===== config.mk =====
export PLATFORM = sky130hd
export DESIGN_NAME = csr_exc_ctrl_flat
export DESIGN_NICKNAME = d
export VERILOG_FILES = /design/src/rtl/csr_exc_pkg.sv /design/src/rtl/csr_exc_ctrl_if.sv /design/src/rtl/exc_prio_sel.sv /design/src/rtl/csr_exc_ctrl.sv /design/src/flat_wrapper.sv
export SDC_FILE = /design/constraint.sdc
export NUM_CORES = 1
export LEC_CHECK = 0
export ABC_AREA = 1
export CORE_UTILIZATION = 44
export DETAILED_ROUTE_END_ITERATION = 8
export HOLD_SLACK_MARGIN = 0.12
export PLACE_DENSITY = 0.87
export SLEW_MARGIN = 20
export SYNTH_ARGS = -nofsm -noshare
export SYNTH_HDL_FRONTEND = slang
export SYNTH_HIERARCHICAL = 1
export SYNTH_SLANG_ARGS = --single-unit

===== constraint.sdc =====
create_clock -name clk -period 5.4 [get_ports clk]
set_input_delay 1.08 -clock clk [delete_from_list [all_inputs] [get_ports clk]]
set_output_delay 1.08 -clock clk [all_outputs]
set_load 0.02 [all_outputs]

===== src/rtl/csr_exc_pkg.sv =====
// Shared types and constants for the exception/ERTN CSR controller.
// Ecode values follow the LoongArch ESTAT.Ecode assignments used by commit.
package csr_exc_pkg;

  typedef enum logic [1:0] {
    IDLE  = 2'd0,
    FLUSH = 2'd1,
    REDIR = 2'd2
  } exc_state_e;

  localparam int PLV_W = 2;

  localparam logic [5:0] ECODE_INT = 6'h00;
  localparam logic [5:0] ECODE_SYS = 6'h0B;
  localparam logic [5:0] ECODE_BRK = 6'h0C;
  localparam logic [5:0] ECODE_INE = 6'h0D;

endpackage


===== src/rtl/csr_exc_ctrl_if.sv =====
// Commit-event and fetch-redirect bundle between the ROB/fetch side and csr_exc_ctrl.
// master = commit/fetch environment, slave = the exception controller.
interface csr_exc_ctrl_if #(
  parameter int NUM_SRC = 2,
  parameter int PC_W    = 32,
  parameter int ECODE_W = 6
);

  logic [NUM_SRC-1:0]         exc_req;
  logic [NUM_SRC*PC_W-1:0]    exc_pc;
  logic [NUM_SRC*ECODE_W-1:0] exc_ecode;
  logic                       ertn_req;
  logic                       redirect_ready;
  logic                       redirect_valid;
  logic [PC_W-1:0]            redirect_pc;

  modport master (
    output exc_req, exc_pc, exc_ecode, ertn_req, redirect_ready,
    input  redirect_valid, redirect_pc
  );

  modport slave (
    input  exc_req, exc_pc, exc_ecode, ertn_req, redirect_ready,
    output redirect_valid, redirect_pc
  );

endinterface


===== src/rtl/exc_prio_sel.sv =====
// Fixed-priority pick among committing slots: lowest index is oldest and wins.
// Muxes the winning slot's PC and ecode; any_o flags that some slot excepted.
module exc_prio_sel #(
  parameter int NUM_SRC = 2,
  parameter int PC_W    = 32,
  parameter int ECODE_W = 6
) (
  input  logic [NUM_SRC-1:0]         req,
  input  logic [NUM_SRC*PC_W-1:0]    pc,
  input  logic [NUM_SRC*ECODE_W-1:0] ecode,
  output logic [PC_W-1:0]            sel_pc,
  output logic [ECODE_W-1:0]         sel_ecode,
  output logic                       any_o
);

  // Scan from youngest to oldest so the oldest requester overwrites last.
  always_comb begin
    sel_pc    = '0;
    sel_ecode = '0;
    for (int i = NUM_SRC - 1; i >= 0; i--) begin
      if (req[i]) begin
        sel_pc    = pc[i*PC_W +: PC_W];
        sel_ecode = ecode[i*ECODE_W +: ECODE_W];
      end
    end
  end

  assign any_o = |req;

endmodule


===== src/rtl/csr_exc_ctrl.sv =====
// Owns ERA, PRMD, CRMD.PLV/IE and ESTAT.Ecode and sequences exception entry / ERTN
// return for an N-wide commit stage: IDLE -> FLUSH (flush pulse) -> REDIR (fetch handshake).
module csr_exc_ctrl
  import csr_exc_pkg::*;
#(
  parameter int              NUM_SRC = 2,
  parameter int              PC_W    = 32,
  parameter int              ECODE_W = 6,
  parameter logic [PC_W-1:0] ERA_RST = '0
) (
  input  logic               clk,
  input  logic               rst,
  csr_exc_ctrl_if.slave      bus,
  input  logic [PC_W-1:0]    eentry,
  input  logic               csrwr_era_en,
  input  logic               csrwr_prmd_en,
  input  logic               csrwr_crmd_en,
  input  logic [PC_W-1:0]    csrwr_data,
  output logic [PC_W-1:0]    era,
  output logic [PLV_W-1:0]   prmd_pplv,
  output logic               prmd_pie,
  output logic [PLV_W-1:0]   crmd_plv,
  output logic               crmd_ie,
  output logic [ECODE_W-1:0] estat_ecode,
  output logic               flush,
  output logic               busy
);

  exc_state_e         state, state_next;
  logic [PC_W-1:0]    sel_pc;
  logic [ECODE_W-1:0] sel_ecode;
  logic               any_exc;
  logic               take_exc;
  logic               take_ertn;

  exc_prio_sel #(
    .NUM_SRC (NUM_SRC),
    .PC_W    (PC_W),
    .ECODE_W (ECODE_W)
  ) u_prio (
    .req       (bus.exc_req),
    .pc        (bus.exc_pc),
    .ecode     (bus.exc_ecode),
    .sel_pc    (sel_pc),
    .sel_ecode (sel_ecode),
    .any_o     (any_exc)
  );

  // Commit events only start a sequence from IDLE; an ERTN alongside an exception is flushed.
  assign take_exc  = (state == IDLE) && any_exc;
  assign take_ertn = (state == IDLE) && bus.ertn_req && !any_exc;

  always_ff @(posedge clk or posedge rst) begin
    if (rst) state <= IDLE;
    else     state <= state_next;
  end

  always_comb begin
    state_next = state;
    case (state)
      IDLE:    if (take_exc || take_ertn) state_next = FLUSH;
      FLUSH:   state_next = REDIR;
      REDIR:   if (bus.redirect_ready) state_next = IDLE;
      default: state_next = IDLE;
    endcase
  end

  assign flush = (state == FLUSH);
  assign busy  = (state != IDLE);

  // Redirect offer is registered so it lines up exactly with the REDIR state.
  always_ff @(posedge clk or posedge rst) begin
    if (rst) begin
      bus.redirect_valid <= 1'b0;
      bus.redirect_pc    <= '0;
    end else begin
      bus.redirect_valid <= (state_next == REDIR);
      if (take_exc)       bus.redirect_pc <= eentry;
      else if (take_ertn) bus.redirect_pc <= era;
    end
  end

  always_ff @(posedge clk or posedge rst) begin
    if (rst) begin
      era         <= ERA_RST;
      estat_ecode <= '0;
    end else begin
      if (take_exc)          era <= sel_pc;
      else if (csrwr_era_en) era <= csrwr_data;
      if (take_exc)          estat_ecode <= sel_ecode;
    end
  end

  // Hardware capture beats a software write to the same field in the same cycle.
  always_ff @(posedge clk or posedge rst) begin
    if (rst) begin
      prmd_pplv <= '0;
      prmd_pie  <= 1'b0;
      crmd_plv  <= '0;
      crmd_ie   <= 1'b0;
    end else begin
      if (take_exc) begin
        prmd_pplv <= crmd_plv;
        prmd_pie  <= crmd_ie;
      end else if (csrwr_prmd_en) begin
        prmd_pplv <= csrwr_data[1:0];
        prmd_pie  <= csrwr_data[2];
      end
      if (take_exc) begin
        crmd_plv <= '0;
        crmd_ie  <= 1'b0;
      end else if (take_ertn) begin
        crmd_plv <= prmd_pplv;
        crmd_ie  <= prmd_pie;
      end else if (csrwr_crmd_en) begin
        crmd_plv <= csrwr_data[1:0];
        crmd_ie  <= csrwr_data[2];
      end
    end
  end

endmodule


===== src/flat_wrapper.sv =====
// flat-port wrapper written by rule: the top's interface ports become plain ports
module csr_exc_ctrl_flat import csr_exc_pkg::*;
#(
  parameter int              NUM_SRC = 2,
  parameter int              PC_W    = 32,
  parameter int              ECODE_W = 6,
  parameter logic [PC_W-1:0] ERA_RST = '0
)
  (clk, rst, eentry, csrwr_era_en, csrwr_prmd_en, csrwr_crmd_en, csrwr_data, era, prmd_pplv, prmd_pie, crmd_plv, crmd_ie, estat_ecode, flush, busy, bus_exc_req, bus_exc_pc, bus_exc_ecode, bus_ertn_req, bus_redirect_ready, bus_redirect_valid, bus_redirect_pc);
  csr_exc_ctrl_if #(.NUM_SRC(NUM_SRC), .PC_W(PC_W), .ECODE_W(ECODE_W)) bus_i ();
  input  logic clk;
  input  logic rst;
  input  logic [PC_W-1:0] eentry;
  input  logic csrwr_era_en;
  input  logic csrwr_prmd_en;
  input  logic csrwr_crmd_en;
  input  logic [PC_W-1:0] csrwr_data;
  output logic [PC_W-1:0] era;
  output logic [PLV_W-1:0] prmd_pplv;
  output logic prmd_pie;
  output logic [PLV_W-1:0] crmd_plv;
  output logic crmd_ie;
  output logic [ECODE_W-1:0] estat_ecode;
  output logic flush;
  output logic busy;
  input wire logic [$bits(bus_i.exc_req)-1:0] bus_exc_req;
  input wire logic [$bits(bus_i.exc_pc)-1:0] bus_exc_pc;
  input wire logic [$bits(bus_i.exc_ecode)-1:0] bus_exc_ecode;
  input wire logic [$bits(bus_i.ertn_req)-1:0] bus_ertn_req;
  input wire logic [$bits(bus_i.redirect_ready)-1:0] bus_redirect_ready;
  output wire logic [$bits(bus_i.redirect_valid)-1:0] bus_redirect_valid;
  output wire logic [$bits(bus_i.redirect_pc)-1:0] bus_redirect_pc;
  assign bus_i.exc_req = bus_exc_req;
  assign bus_i.exc_pc = bus_exc_pc;
  assign bus_i.exc_ecode = bus_exc_ecode;
  assign bus_i.ertn_req = bus_ertn_req;
  assign bus_i.redirect_ready = bus_redirect_ready;
  assign bus_redirect_valid = bus_i.redirect_valid;
  assign bus_redirect_pc = bus_i.redirect_pc;
  csr_exc_ctrl #(.NUM_SRC(NUM_SRC), .PC_W(PC_W), .ECODE_W(ECODE_W), .ERA_RST(ERA_RST)) u_core (.clk(clk), .rst(rst), .bus(bus_i), .eentry(eentry), .csrwr_era_en(csrwr_era_en), .csrwr_prmd_en(csrwr_prmd_en), .csrwr_crmd_en(csrwr_crmd_en), .csrwr_data(csrwr_data), .era(era), .prmd_pplv(prmd_pplv), .prmd_pie(prmd_pie), .crmd_plv(crmd_plv), .crmd_ie(crmd_ie), .estat_ecode(estat_ecode), .flush(flush), .busy(busy));
endmodule

[Word level (Yosys, flattened, before mapping)]
Index checks and enable logic that the tools add are counted.
Storage, ports and cells
  output and inout bits: 79
  register bits: 79
  logic and storage cells: 45
Cells by class
  eq/ne operators: 3
  reductions and logical operators: 12
  muxes and demuxes: 21
Operator list (number)
  32-bit two-way mux: 6
  2-bit two-way mux: 7
  6-bit two-way mux: 2
  2-bit nonzero test: 4
  2-bit case mux with 3 select lines: 1
  1-bit two-way mux: 5
  2-bit equality test, second input constant: 2
  1-bit logical AND: 3
  3-bit nonzero test: 1
  2-bit by 1-bit equality test with 1-bit output, second input constant: 1
  2-bit zero test: 1
  2-bit OR reduction: 1
  1-bit zero test: 1
  1-bit logical OR: 1

[Logic depth before layout (Yosys ltp)]
Gate-level depths: netlist (run 1).
  depth in word-level cells: 7
  gate-level depth with buffers: 9
  mapped depth without buffers: 7

[Cells and area by module]
The synthesis (run 1) kept the hierarchy.
By module, submodules not included
  csr_exc_ctrl: cells each 435, area each 3940.0 µm², instances 1
  exc_prio_sel: cells each 128, area each 566.8 µm², instances 1

[Worst setup path before layout (run 1)]
No wires, ideal clock.
  path kind: input -> register
  from: input port bus_exc_req[1]
  to: register u_core.crmd_ie
  library setup time: 0.116 ns
  path slack: 3.111 ns
  data required time: 5.284 ns
  arrival: 2.173 ns
  stages on the path: 9
  buffers on the path: 2
  cells stage by stage: buf_2 > or2_1 > nor2_4 > nand2_4 > buf_6 > nand2_1 > nand2_1 > nand2_1 > nand2_1
On the way
  word-level cells in the longest chain between the ends: 5
  elaborated cells between the ends (all ways): 7
Ends and longest elaborated chain
  start: declaration: RTL line flat_wrapper.sv:26  | input wire logic [$bits(bus_i.exc_req)-1:0] bus_exc_req;
  2-bit OR reduction *: RTL line exc_prio_sel.sv:28  | assign any_o = |req;
  via u_core.any_exc: RTL line csr_exc_ctrl.sv:32  | logic any_exc;
  1-bit zero test: RTL line csr_exc_ctrl.sv:51  | assign take_ertn = (state == IDLE) && bus.ertn_req && !any_exc;
  1-bit logical AND: RTL line csr_exc_ctrl.sv:51
  1-bit two-way mux: RTL line csr_exc_ctrl.sv:112  | end else if (take_ertn) begin
  1-bit two-way mux: RTL line csr_exc_ctrl.sv:109  | if (take_exc) begin
  end signal: assignment: RTL line csr_exc_ctrl.sv:114  | crmd_ie <= prmd_pie;
  end signal: assignment: RTL line csr_exc_ctrl.sv:117  | crmd_ie <= csrwr_data[2];
  end: declaration: RTL line csr_exc_ctrl.sv:23  | output logic crmd_ie,
Mark *: on every way through the listed nets, which the timed path passes. The rest lies on a longest branch.
A chain may end at the register's enable or synchronous reset.

[Worst setup path after layout (run 1)]
  from: input port bus_exc_req[0]
  to: register u_core.era[23]
On the way
  word-level cells in the longest chain between the ends: 3
  elaborated cells between the ends (all ways): 5
Ends and longest elaborated chain
  2-bit OR reduction *: RTL line exc_prio_sel.sv:28
  via u_core.any_exc: RTL line csr_exc_ctrl.sv:32
  1-bit logical AND *: RTL line csr_exc_ctrl.sv:50  | assign take_exc = (state == IDLE) && any_exc;
  32-bit two-way mux or 2-bit nonzero test (tied branches)
  end signal: assignment: RTL line csr_exc_ctrl.sv:88  | if (take_exc) era <= sel_pc;
  end signal: assignment: RTL line csr_exc_ctrl.sv:89  | else if (csrwr_era_en) era <= csrwr_data;
  end: declaration: RTL line csr_exc_ctrl.sv:19  | output logic [PC_W-1:0] era,
Marked as above.

==> results.yml, run 1 <==
worst_setup_path:
  cp_num_buf_inv: 1
  worstSetupStartpointType: "input port"
  reg2reg_depth: 4
  worstSetupEndpointType: "flip-flop"
  worstPathMaxFanout: 74
  worstPathArrival_ns: 3.45
  r2r_slack_ns: 3.04
  path_cells: "buf_2 > or2_1 > nand2_4 > nand2_2 > o21ai_1"
  crit_type: "input port to flip-flop"
  cp_top_family: "simple AND/OR/NAND/NOR gates"
  rr_startpoint: "u_core/state[1]"
  timing.rr.end: "u_core/era[23]"
  crit_slowest_cell: "nand2_2"
  crit_required_ns: 5.59
  max_stage_delay_ns: 0.72
logic_synthesis:
  synth_nets: 712
  synthSimpleGateAreaFrac: 0.2951
  synth_xor_xnor_area_share: 0
  yosysTopAreaCell: "dfrtp_1"
  synthAdderAreaFrac: 0
  avgSynthCellArea_um2: 8.005
  synth_top_family_by_area: "simple AND/OR/NAND/NOR gates"
  muxShareOfSynthArea: 0
  synth_warnings: 6
  synth_seq_cells: 79
  ys_seq_area_frac: 0.4386
  synth.distinct_cells: 24
  yosysTopAreaCellShare: 0.4386
  syn_inst: 563
  synth-compound-area-share: 0.1552
  synth_area_um2: 4507
  synthTopCellsByArea: "dfrtp_1, nand2_1, o211ai_2"
die:
  initial_core_util: 0.4569
  die_y_um: 103.2
  fp.dieArea_um2: 10650
  io_pins: 228
  chipWidth_um: 103.2
  coreArea_um2: 9864
  core.rowCount: 36
route:
  first_pass_iters: 5
  via_per_inst: 5.085
  avgRoutedWirePerCell_um: 15.39
  drt-initial-drc-count: 132
  routed_wl_mm: 13.92
  vias: 4597
  drc: 0
  drtAntennaViolNets: 0
min_path:
  min_from: "u_core/bus.redirect_pc[30]"
  whs_path_depth: 2
  hp-class: "flip-flop to flip-flop"
  hold_end: "u_core/bus.redirect_pc[30]"
cells_and_area:
  multi_input_area_um2: 2029
  final_common_cell: "clkdlybuf4s50_1"
  drive_above_1_share: 0.1038
  final-seq-area_um2: 1977
  nFillCells: 775
  mostFrequentLayoutCells: "clkdlybuf4s50_1, nand2_1, dfrtp_1"
  nNetsFinal: 915
  n_antenna_cell: 0
  fin_cells: 904
  finish.instance_area_um2: 6822
  area_delta_synth_final_pct: 51.36
placed_design:
  io_buffers: 227
  gp_congestion: 0.8251
  placedInstanceArea_um2: 6615
  dp_cells: 888
  dp_hpwl_mm: 9.787
  dp_slack_ns: 1.762
sta:
  layout_setup_ws_ns: 2.142
  tightest_slew_ns: 1.050
  finClkSkew_ns: 0.01191
  maxSlewViolCount: 0
  timing.fmax_ghz: 0.3070
  hold_viol_final: 0
  setup_viol: 0
  slew_headroom: 0.2977
  finalCritPeriodShare: 0.6033
  finalSetupTns_ns: 0
  rsz0062_at_grt: "no"
  min_period_ns: 3.258
global_routing:
  grt_pass1_vias: 4391
  antenna_found_initial: 0
  gr-usage-all-layers: 0.2596
  global_route.usage.met1: 0.3154
  met3_usage: 0.03898
  busiest_layer: "met2"
  grt.overflow.total: 0
  grt_max_degree: 75
  grt_pass1_wl_mm: 20.92
  met2_usage: 0.4610
cts:
  clockBufferDepth: 2
  cts-buffers-inserted: 9
  cts.sinks: 79
  ctsResizeCount: 0
  cts-htree-levels: 3
  clock-root-buffer: "clkbuf_8"
  clkTransAtPathRegs_ns: 0.09
  insertion_delay_ns: 0.34
  cts_tree: "built"
  post_cts_buffers: 0
  hold_buffers: 0
power:
  max-vdd-ir-drop_mv: 0.2401
  total_power_uw: 3534
  pwr_density_cell_nw_per_um2: 518.1
  leakagePower_uw: 0.003246
run_status:
  status: "finished clean"
job:
  cap_viol_max_count: 0
logic make-up (layout without fill, tap and decap cells):
kind of cell,after synthesis,after routing
simple gates,314,314
flops,79,79
compound gates,94,94
buf+inv,76,284
metrics by stage:
step / utilization / hold WS (ns)
2_1_floorplan: - / 0.5835
3_3_place_gp: 0.6706 / 0.4650
3_5_place_dp: 0.6706 / 0.4668
4_1_cts: 0.6920 / 0.4899
5_1_grt: 0.6915 / 0.5061
6_report: 0.6915 / 0.4892
Yosys cell counts (all sizes together):
cell type and number:
clkbuf 3, nand3 53, inv 39, or2 1, o21ai 62, buf 34, nand2 247, dfrtp 79
nor2 13, a21oi 4, o211ai 28
sequential cells by signal, summed over array words and instances (netlist names), 2 cells and up:
register and flops:
u_core/bus.redirect_pc 32, u_core/prmd_pplv 2, u_core/estat_ecode 6, u_core/state 2, u_core/crmd_plv 2, u_core/era 32
worst max-delay path by stage:
stage | start | end | cells past startpoint
2_1_floorplan | rst | u_core/bus.redirect_pc[0] | 1
3_3_place_gp | bus_exc_req[0] | u_core/era[0] | 6
3_5_place_dp | bus_exc_req[0] | u_core/era[1] | 6
4_1_cts | bus_exc_req[0] | u_core/era[1] | 6
5_1_grt | bus_exc_req[0] | u_core/era[1] | 6
6_report | bus_exc_req[0] | u_core/era[23] | 5
power breakdown:
group	total [uW]	internal, uW	leakage (uW)	switching, uW
Sequential	1070	883	0.000959	188
Combinational	1990	866	0.00218	1130
Clock	470	257	0.000109	213
Total	3530	2010	0.00325	1530
area by class of cell:
class                   count  share of cell area
clock buffers               9             0.01816
repair buffers            229              0.3338
well taps                 133             0.02439
inverters                  39             0.02348
multi-input cells         408              0.2975
clock inverters             7             0.01284
flip-flops and latches     79              0.2898
tightest hold or removal path: stages (launching register included):
cell,delay (ns)
dfrtp_1,0.35
nand2_1,0.06
nand2_1,0.06
metal layers:
layer / share of wire / routed length, um
met1: 0.41 / 5717
met5: 0 / 0
met3: 0.068 / 943
met2: 0.50 / 6922
met4: 0.024 / 333
Note: power is estimated with default switching activity, not from simulation.
==> run 2, diff against run 1 <==
--- a/config.mk
+++ b/config.mk
@@ -6,10 +6,10 @@
 export NUM_CORES = 1
 export LEC_CHECK = 0
 export ABC_AREA = 1
-export CORE_UTILIZATION = 44
+export CORE_UTILIZATION = 41
 export DETAILED_ROUTE_END_ITERATION = 8
 export HOLD_SLACK_MARGIN = 0.12
-export PLACE_DENSITY = 0.87
+export PLACE_DENSITY = 0.82
 export SLEW_MARGIN = 20
 export SYNTH_ARGS = -nofsm -noshare
 export SYNTH_HDL_FRONTEND = slang
==> constraint.sdc (replaced) <==
create_clock -name clk -period 3 [get_ports clk]
set_input_delay 0.6 -clock clk [delete_from_list [all_inputs] [get_ports clk]]
set_output_delay 0.6 -clock clk [all_outputs]
set_load 0.02 [all_outputs]
==> results.yml, run 2 (synthesized netlist as in run 1, its figures left out) <==
job:
  cap_viol_max_count: 0
cts:
  cts-buffers-inserted: 9
  cts_tree: "built"
  clock-root-buffer: "clkbuf_8"
  cts-htree-levels: 3
  clkTransAtPathRegs_ns: 0.08
  post_cts_buffers: 0
  insertion_delay_ns: 0.33
  cts.sinks: 79
  ctsResizeCount: 0
  clockBufferDepth: 2
  hold_buffers: 0
placed_design:
  gp_congestion: 0.8073
  placedInstanceArea_um2: 6684
  io_buffers: 227
  dp_slack_ns: 0.5021
  dp_hpwl_mm: 10.29
sta:
  rsz0062_at_grt: "no"
  tightest_slew_ns: 0.7361
  setup_viol: 0
  finClkSkew_ns: 0.01768
  slew_headroom: 0.5085
  finalCritPeriodShare: 0.7267
  min_period_ns: 2.180
  timing.fmax_ghz: 0.4587
  layout_setup_ws_ns: 0.8200
  maxSlewViolCount: 0
  hold_viol_final: 0
  finalSetupTns_ns: 0
cells_and_area:
  nNetsFinal: 922
  final_common_cell: "clkdlybuf4s50_1"
  n_antenna_cell: 0
  area_delta_synth_final_pct: 53.75
  reg_top3: "u_core/bus.redirect_pc (32), u_core/era (32), u_core/estat_ecode (6)"
  drive_above_1_share: 0.1105
  final_util: 0.6594
  mostFrequentLayoutCells: "clkdlybuf4s50_1, nand2_1, dfrtp_1"
  finish.instance_area_um2: 6929
worst_setup_path:
  crit_required_ns: 3.24
  worstSetupEndpointType: "flip-flop"
  worstPathArrival_ns: 2.42
  worstSetupStartpointType: "input port"
  crit_type: "input port to flip-flop"
  reg2reg_depth: 5
  worstPathMaxFanout: 26
global_routing:
  grt_pass1_wl_mm: 22.64
  antenna_found_initial: 0
  grt_max_degree: 80
  gr-usage-all-layers: 0.2557
  grt_pass1_vias: 4717
  grt.overflow.total: 0
power:
  leakagePower_uw: 0.003296
  max-vdd-ir-drop_mv: 0.5185
  total_power_uw: 6508
  pwr_density_cell_nw_per_um2: 939.3
die:
  core.rowCount: 37
  io_pins: 228
  coreArea_um2: 10510
  die_y_um: 106.8
  initial_core_util: 0.4289
  chipWidth_um: 106.8
  fp.dieArea_um2: 11420
min_path:
  whs_path_depth: 2
  hp-class: "flip-flop to flip-flop"
route:
  first_pass_iters: 4
  vias: 4638
  drtAntennaViolNets: 0
  routed_wl_mm: 14.36
  drc: 0
  avgRoutedWirePerCell_um: 15.71
  via_per_inst: 5.074
  drt-initial-drc-count: 226
run_status:
  status: "finished clean"
[run 2: path summary, 6_finish.rpt]
kind | start | to | slack, ns
min | u_core/bus.redirect_pc[30] | u_core/bus.redirect_pc[30] | 0.49
min in group asynchronous | rst | u_core/era[21] | 0.65
min reg2reg | u_core/bus.redirect_pc[30] | u_core/bus.redirect_pc[30] | 0.49
max reg2reg | u_core/state[1] | u_core/era[2] | 1.09
max in group asynchronous | rst | u_core/bus.redirect_pc[14] | 1.96
max | bus_exc_req[1] | u_core/bus.redirect_pc[19] | 0.82
[run 2: metal layers]
| layer | wire length (um) | track usage | vias up |
|---|---|---|---|
| met5 | 0 | 0 | - |
| met4 | 285 | 0.09198 | 0 |
| met3 | 997 | 0.03708 | 18 |
| met2 | 7442 | 0.4728 | 189 |
| met1 | 5634 | 0.2985 | 2201 |
| li1 | - | - | 2230 |
[run 2: cell type report]
type                       count  area (um^2)
clock buffer                  10        137.6
clock inverter                 6        107.6
fill                         883         3580
inverter                      39        160.2
multi-input combinational    408         2029
sequential                    79         1977
tap                          136        170.2
timing repair buffer         236         2347
[run 2: per-stage QoR]
step,std cells,hold WS [ns]
global placement,898,0.4710
finish,914,0.4913
detailed placement,898,0.4677
global route,914,0.5209
floorplan,563,0.5835
CTS,914,0.4959
[run 2: critical path, cell delays in order]
cell	delay, ns
clkdlybuf4s50_1	0.41
or2_1	0.35
nor2_4	0.27
nand2_4	0.32
buf_4	0.31
o211ai_2	0.15
[run 2: report_power, final]
group | switching (uW) | internal (uW) | total [uW]
registers | 314 | 1590 | 1900
clock network | 380 | 573 | 953
logic | 2060 | 1590 | 3650
==> run 3, diff against run 2 <==
==> constraint.sdc (replaced) <==
create_clock -name clk -period 2.1 [get_ports clk]
set_input_delay 0.42 -clock clk [delete_from_list [all_inputs] [get_ports clk]]
set_output_delay 0.42 -clock clk [all_outputs]
set_load 0.02 [all_outputs]
==> results.yml, run 3 (synthesized netlist as in run 1, its figures left out) <==
cts:
  post_cts_buffers: 0
  clockBufferDepth: 2
  ctsResizeCount: 0
  clkTransAtPathRegs_ns: 0.08
  cts.sinks: 79
  cts-buffers-inserted: 9
  clock-root-buffer: "clkbuf_8"
  cts_tree: "built"
  hold_buffers: 0
  insertion_delay_ns: 0.34
  cts-htree-levels: 3
sta:
  rsz0062_at_grt: "no"
  tightest_slew_ns: 0.4855
  finClkSkew_ns: 0.008201
  layout_setup_ws_ns: 0.1126
  setup_viol: 0
  min_period_ns: 1.987
  maxSlewViolCount: 0
  slew_headroom: 0.6763
  finalSetupTns_ns: 0
  finalCritPeriodShare: 0.9464
  hold_viol_final: 0
  timing.fmax_ghz: 0.5032
placed_design:
  dp_cells: 907
  dp_hpwl_mm: 10.69
  placedInstanceArea_um2: 6842
  dp_slack_ns: 0.1029
  gp_congestion: 0.8763
  io_buffers: 227
die:
  io_pins: 228
  chipWidth_um: 106.8
  core.rowCount: 37
  die_y_um: 106.8
  coreArea_um2: 10510
  initial_core_util: 0.4289
  fp.dieArea_um2: 11420
power:
  pwr_density_cell_nw_per_um2: 1310
  pwr-share-clk: 0.121
  comb_power_share: 0.583
  total_power_uw: 9222
  leakagePower_uw: 0.003349
  max-vdd-ir-drop_mv: 0.5967
  switching_share: 0.4278
  power_frac_seq: 0.296
  p_sw_uw: 3945
  power.internal_uw: 5276
route:
  drc: 0
  avgRoutedWirePerCell_um: 15.41
  drt-initial-drc-count: 200
  vias: 4629
  via_per_inst: 5.015
  routed_wl_mm: 14.22
  first_pass_iters: 5
  drtAntennaViolNets: 0
cells_and_area:
  multi_input_area_um2: 2029
  reg_top3: "u_core/bus.redirect_pc (32), u_core/era (32), u_core/estat_ecode (6)"
  finish.instance_area_um2: 7039
  nFillCells: 875
  drive_above_1_share: 0.1207
  n_antenna_cell: 0
  mostFrequentLayoutCells: "clkdlybuf4s50_1, nand2_1, dfrtp_1"
  area_delta_synth_final_pct: 56.19
  fin_cells: 923
  nNetsFinal: 931
  final-seq-area_um2: 1977
  final_common_cell: "clkdlybuf4s50_1"
worst_setup_path:
  worstSetupStartpointType: "flip-flop"
  crit_required_ns: 1.68
  worstPathArrival_ns: 1.57
  worstSetupEndpointType: "output pin"
  r2r_slack_ns: 0.56
  crit_end: "flush"
  timing.critical_path.from: "u_core/state[0]"
  rr_startpoint: "u_core/state[0]"
  crit_type: "flip-flop to output pin"
  timing.rr.end: "u_core/prmd_pplv[0]"
  reg2reg_depth: 7
  worstPathMaxFanout: 3
global_routing:
  grt_pass1_wl_mm: 22.14
  grt_max_degree: 80
  gr-usage-all-layers: 0.2516
  grt_pass1_vias: 4592
  antenna_found_initial: 0
  grt.overflow.total: 0
job:
  cap_viol_max_count: 0
min_path:
  hp-class: "flip-flop to flip-flop"
run_status:
  status: "finished clean"
-- run 3: cell types whose count changed in the layout (fill, tap and decap cells not counted) --
cell	change
buf_12	+7
clkinvlp_4	+2
buf_4	+2
bufinv_16	-2
-- run 3: metrics by stage --
step | util | hold WS [ns]
floorplan | - | 0.5344
global placement | 0.6510 | 0.4682
detailed placement | 0.6510 | 0.4669
CTS | 0.6698 | 0.4870
global route | 0.6698 | 0.5169
finish | 0.6698 | 0.4875
-- run 3: power by group through the flow --
stage | clock network (uW) | registers, uW | logic [uW]
global placement | 0 | 2730 | 5280
detailed placement | 0 | 2740 | 5420
finish | 1110 | 2730 | 5380
floorplan | 0 | 3580 | 2340
global route | 1200 | 2810 | 5810
CTS | 1140 | 2730 | 5430
-- run 3: area by class of cell --
class,instances,share of cell area
Clock inverter,6,0.008532
Timing Repair Buffer,245,0.3555
Inverter,39,0.02311
Clock buffer,10,0.01955
Sequential cell,79,0.2808
Tap cell,136,0.02417
Multi-Input combinational cell,408,0.2883
-- run 3: metal layers --
layer  vias up  global-route usage  wire length, um  part of all wire
li1       2247                   -                -                 -
met1      2161              0.2864             5488              0.39
met2       201              0.4604             7279              0.51
met3        20             0.06383             1233             0.087
met4         0             0.07534              218             0.015
met5         -                   0                0                 0
-- run 3: worst min path at each step --
stage / from / to / slack, ns / cells after the start
global placement: u_core/estat_ecode[3] / u_core/estat_ecode[3] / 0.47 / 2
floorplan: eentry[11] / u_core/bus.redirect_pc[11] / 0.53 / 2
finish: u_core/estat_ecode[4] / u_core/estat_ecode[4] / 0.49 / 2
global route: u_core/estat_ecode[4] / u_core/estat_ecode[4] / 0.52 / 2
detailed placement: u_core/estat_ecode[0] / u_core/estat_ecode[0] / 0.47 / 2
CTS: u_core/estat_ecode[4] / u_core/estat_ecode[4] / 0.49 / 2
-- run 3: critical path, cell delays in order, from the launching register on --
cell and delay [ns]:
dfrtp_1 0.45, inv_1 0.08, nor2_1 0.09, clkdlybuf4s50_1 0.61
==> edit, RTL diff (flow settings as in run 3) <==
The 3 states of `exc_state_e` get a one-hot encoding in 3 bits.
--- a/src/rtl/csr_exc_pkg.sv
+++ b/src/rtl/csr_exc_pkg.sv
@@ -2,10 +2,10 @@
 // Ecode values follow the LoongArch ESTAT.Ecode assignments used by commit.
 package csr_exc_pkg;
 
-  typedef enum logic [1:0] {
-    IDLE  = 2'd0,
-    FLUSH = 2'd1,
-    REDIR = 2'd2
+  typedef enum logic [2:0] {
+    IDLE  = 3'b001,
+    FLUSH = 3'b010,
+    REDIR = 3'b100
   } exc_state_e;
 
   localparam int PLV_W = 2;
Behaviour: same outputs for any inputs over 10 cycles, from zero or initial values and one cycle with rst high; not proved beyond that.
==> edit against run 3 <==
Design area shrank 0.80%. Area after synthesis down 1.1%. Via count increased by 3.8%. Worst setup slack better by 0.079 ns. Largest cell class unchanged. Routed wire length up 0.25%. Sequential cell count rose by 1. Fmax is 4.2% higher. Total power rose by 4.1%. Highest routed layer unchanged. Clock power rose by 9.9%.
==> edit: results (changes against run 3) <==
worst_setup_path:
  critPathMaxFanout: 45  # was 3
  path_delay_family: "simple AND/OR/NAND/NOR gates"  # was buffers and inverters
  critical-path-max-stage-delay_ns: 0.71  # was 0.61 ns
  cp-startpoint: "u_core/state[2]"  # was u_core/state[0]
  reg2reg_depth: 6  # was 7
  crit_slowest_cell: "nor2_4"  # was clkdlybuf4s50_1
  critPathCapture: "u_core/era[18]"  # was flush
  r2r_setup_slack_ns: 0.19  # was 0.56 ns
  cp.arrival_ns: 2.19  # was 1.57 ns
global_routing:
  antenna_found_initial: 0  # unchanged
  grt_max_degree: 81  # was 80
  grt_usage_pct: 25.48  # was 25.16%
  grt_pass1_vias: 4617  # was 4592
  grt_pass1_wl_um: 22510  # was 22140 um
  grt_util_met3_pct: 4.905  # was 6.383%
  gr-usage-met1_pct: 30.39  # was 28.64%
  use_met2_pct: 45.83  # was 46.04%
clocking:
  htree_levels: 3  # unchanged
  insertion_delay_ns: 0.34  # about the same
  ctsResizeCount: 3  # was 0
  cts_root_buffer: "clkbuf_8"  # unchanged
  post_cts_buffers: 0  # unchanged
hold_path:
  hold_end: "u_core/bus.redirect_pc[13]"  # was u_core/estat_ecode[4]
  hp-class: "register to register"  # unchanged
  worstHoldStart: "u_core/bus.redirect_pc[13]"  # was u_core/estat_ecode[4]
placed_design:
  dp.cells: 958  # was 907
  place_worst_setup_slack_ns: 0.1080  # was 0.1029 ns
  gp_congestion: 0.8403  # was 0.8763
  hpwl_um: 10180  # was 10690 um
routing:
  highest_layer: "met4"  # unchanged
  routed_wl_um: 14260  # was 14220 um
  dr_wl_met2_um: 7273  # was 7279 um
  wire_per_inst_um: 14.62  # was 15.41 um
  met3_length_um: 1010  # was 1233 um
  wl_met1_um: 5701  # was 5488 um
  first_iter_violations: 248  # was 200
  num_vias: 4807  # was 4629
logic_synthesis:
  synth_top_family_by_area: "simple AND/OR/NAND/NOR gates"  # unchanged
  ys_seq_area_share_pct: 44.93  # was 43.86%
  synthCells: 627  # was 563
  synthMuxAreaShare_pct: 0  # unchanged
  synth_area_leaders: "dfrtp_1 44%, nand2_1 18%, o21ai_0 11%, nand3_1 5.8%, inv_1 5.6%"  # was dfrtp_1 44%, nand2_1 19%, o211ai_2 7.8%, o21ai_1 6.6%, nand3_1 5.9%
  synth_compound_area_share_pct: 13.98  # was 15.52%
  synth-main-ff-cell: "dfrtp_1"  # unchanged
  synth_xor_xnor_area_share_pct: 0  # unchanged
  yosys-top-cells-count: "217 x nand2_1, 102 x o21ai_0, 79 x dfrtp_1"  # was 224 x nand2_1, 79 x dfrtp_1, 59 x o21ai_1
  ys_types: 22  # was 24
  syn-num-nets: 776  # was 712
pwr:
  p_leak_nw: 3.397  # was 3.349 nW
  ir_drop_mv: 0.8261  # was 0.5967 mV
timing:
  hold-worst-slack_ns: 0.4857  # was 0.4875 ns
  max_freq_ghz: 0.5241  # was 0.5032 GHz
  fin_skew_ns: 0.01426  # was 0.008201 ns
  slew_headroom_pct: 39.15  # was 67.63%
outcome:
  outcome: "complete, no violations"  # unchanged
finish:
  final_nets: 982  # was 931
  drive_above_1_share_pct: 7.399  # was 12.07%
## edit: changes by cell type after synthesis, sizes merged, moves of 13 or more
| cell | before | now |
|---|---|---|
| o21ai | 62 | 118 |
| inv | 39 | 69 |
| or2 | 1 | 30 |
| nand2 | 247 | 219 |
| o211ai | 28 | 0 |
| clkbuf | 3 | 16 |
## edit: report_power, final
part	total [mW]	internal [mW]	leakage, nW	switching, mW
clock network	1.22	0.666	0.102	0.552
registers	2.85	2.36	0.954	0.494
logic	5.53	2.41	2.34	3.12
## edit: area by class of cell
type                    instances  area, um2
well taps                     136      170.2
clock buffers                  10      127.6
repair buffers                235       2344
diodes                          1      2.502
multi-input cells             438       1987
inverters                      69      262.8
fillers                       919       3433
clock inverters                 6      85.08
flip-flops and latches         80       2004
## edit: per-stage QoR
stage | util [%] | cell area (um2)
6_report | 67.04 | 6983
2_1_floorplan | - | 4462
3_3_place_gp | 64.90 | 6760
3_5_place_dp | 64.90 | 6760
4_1_cts | 66.99 | 6978
5_1_grt | 67.02 | 6980
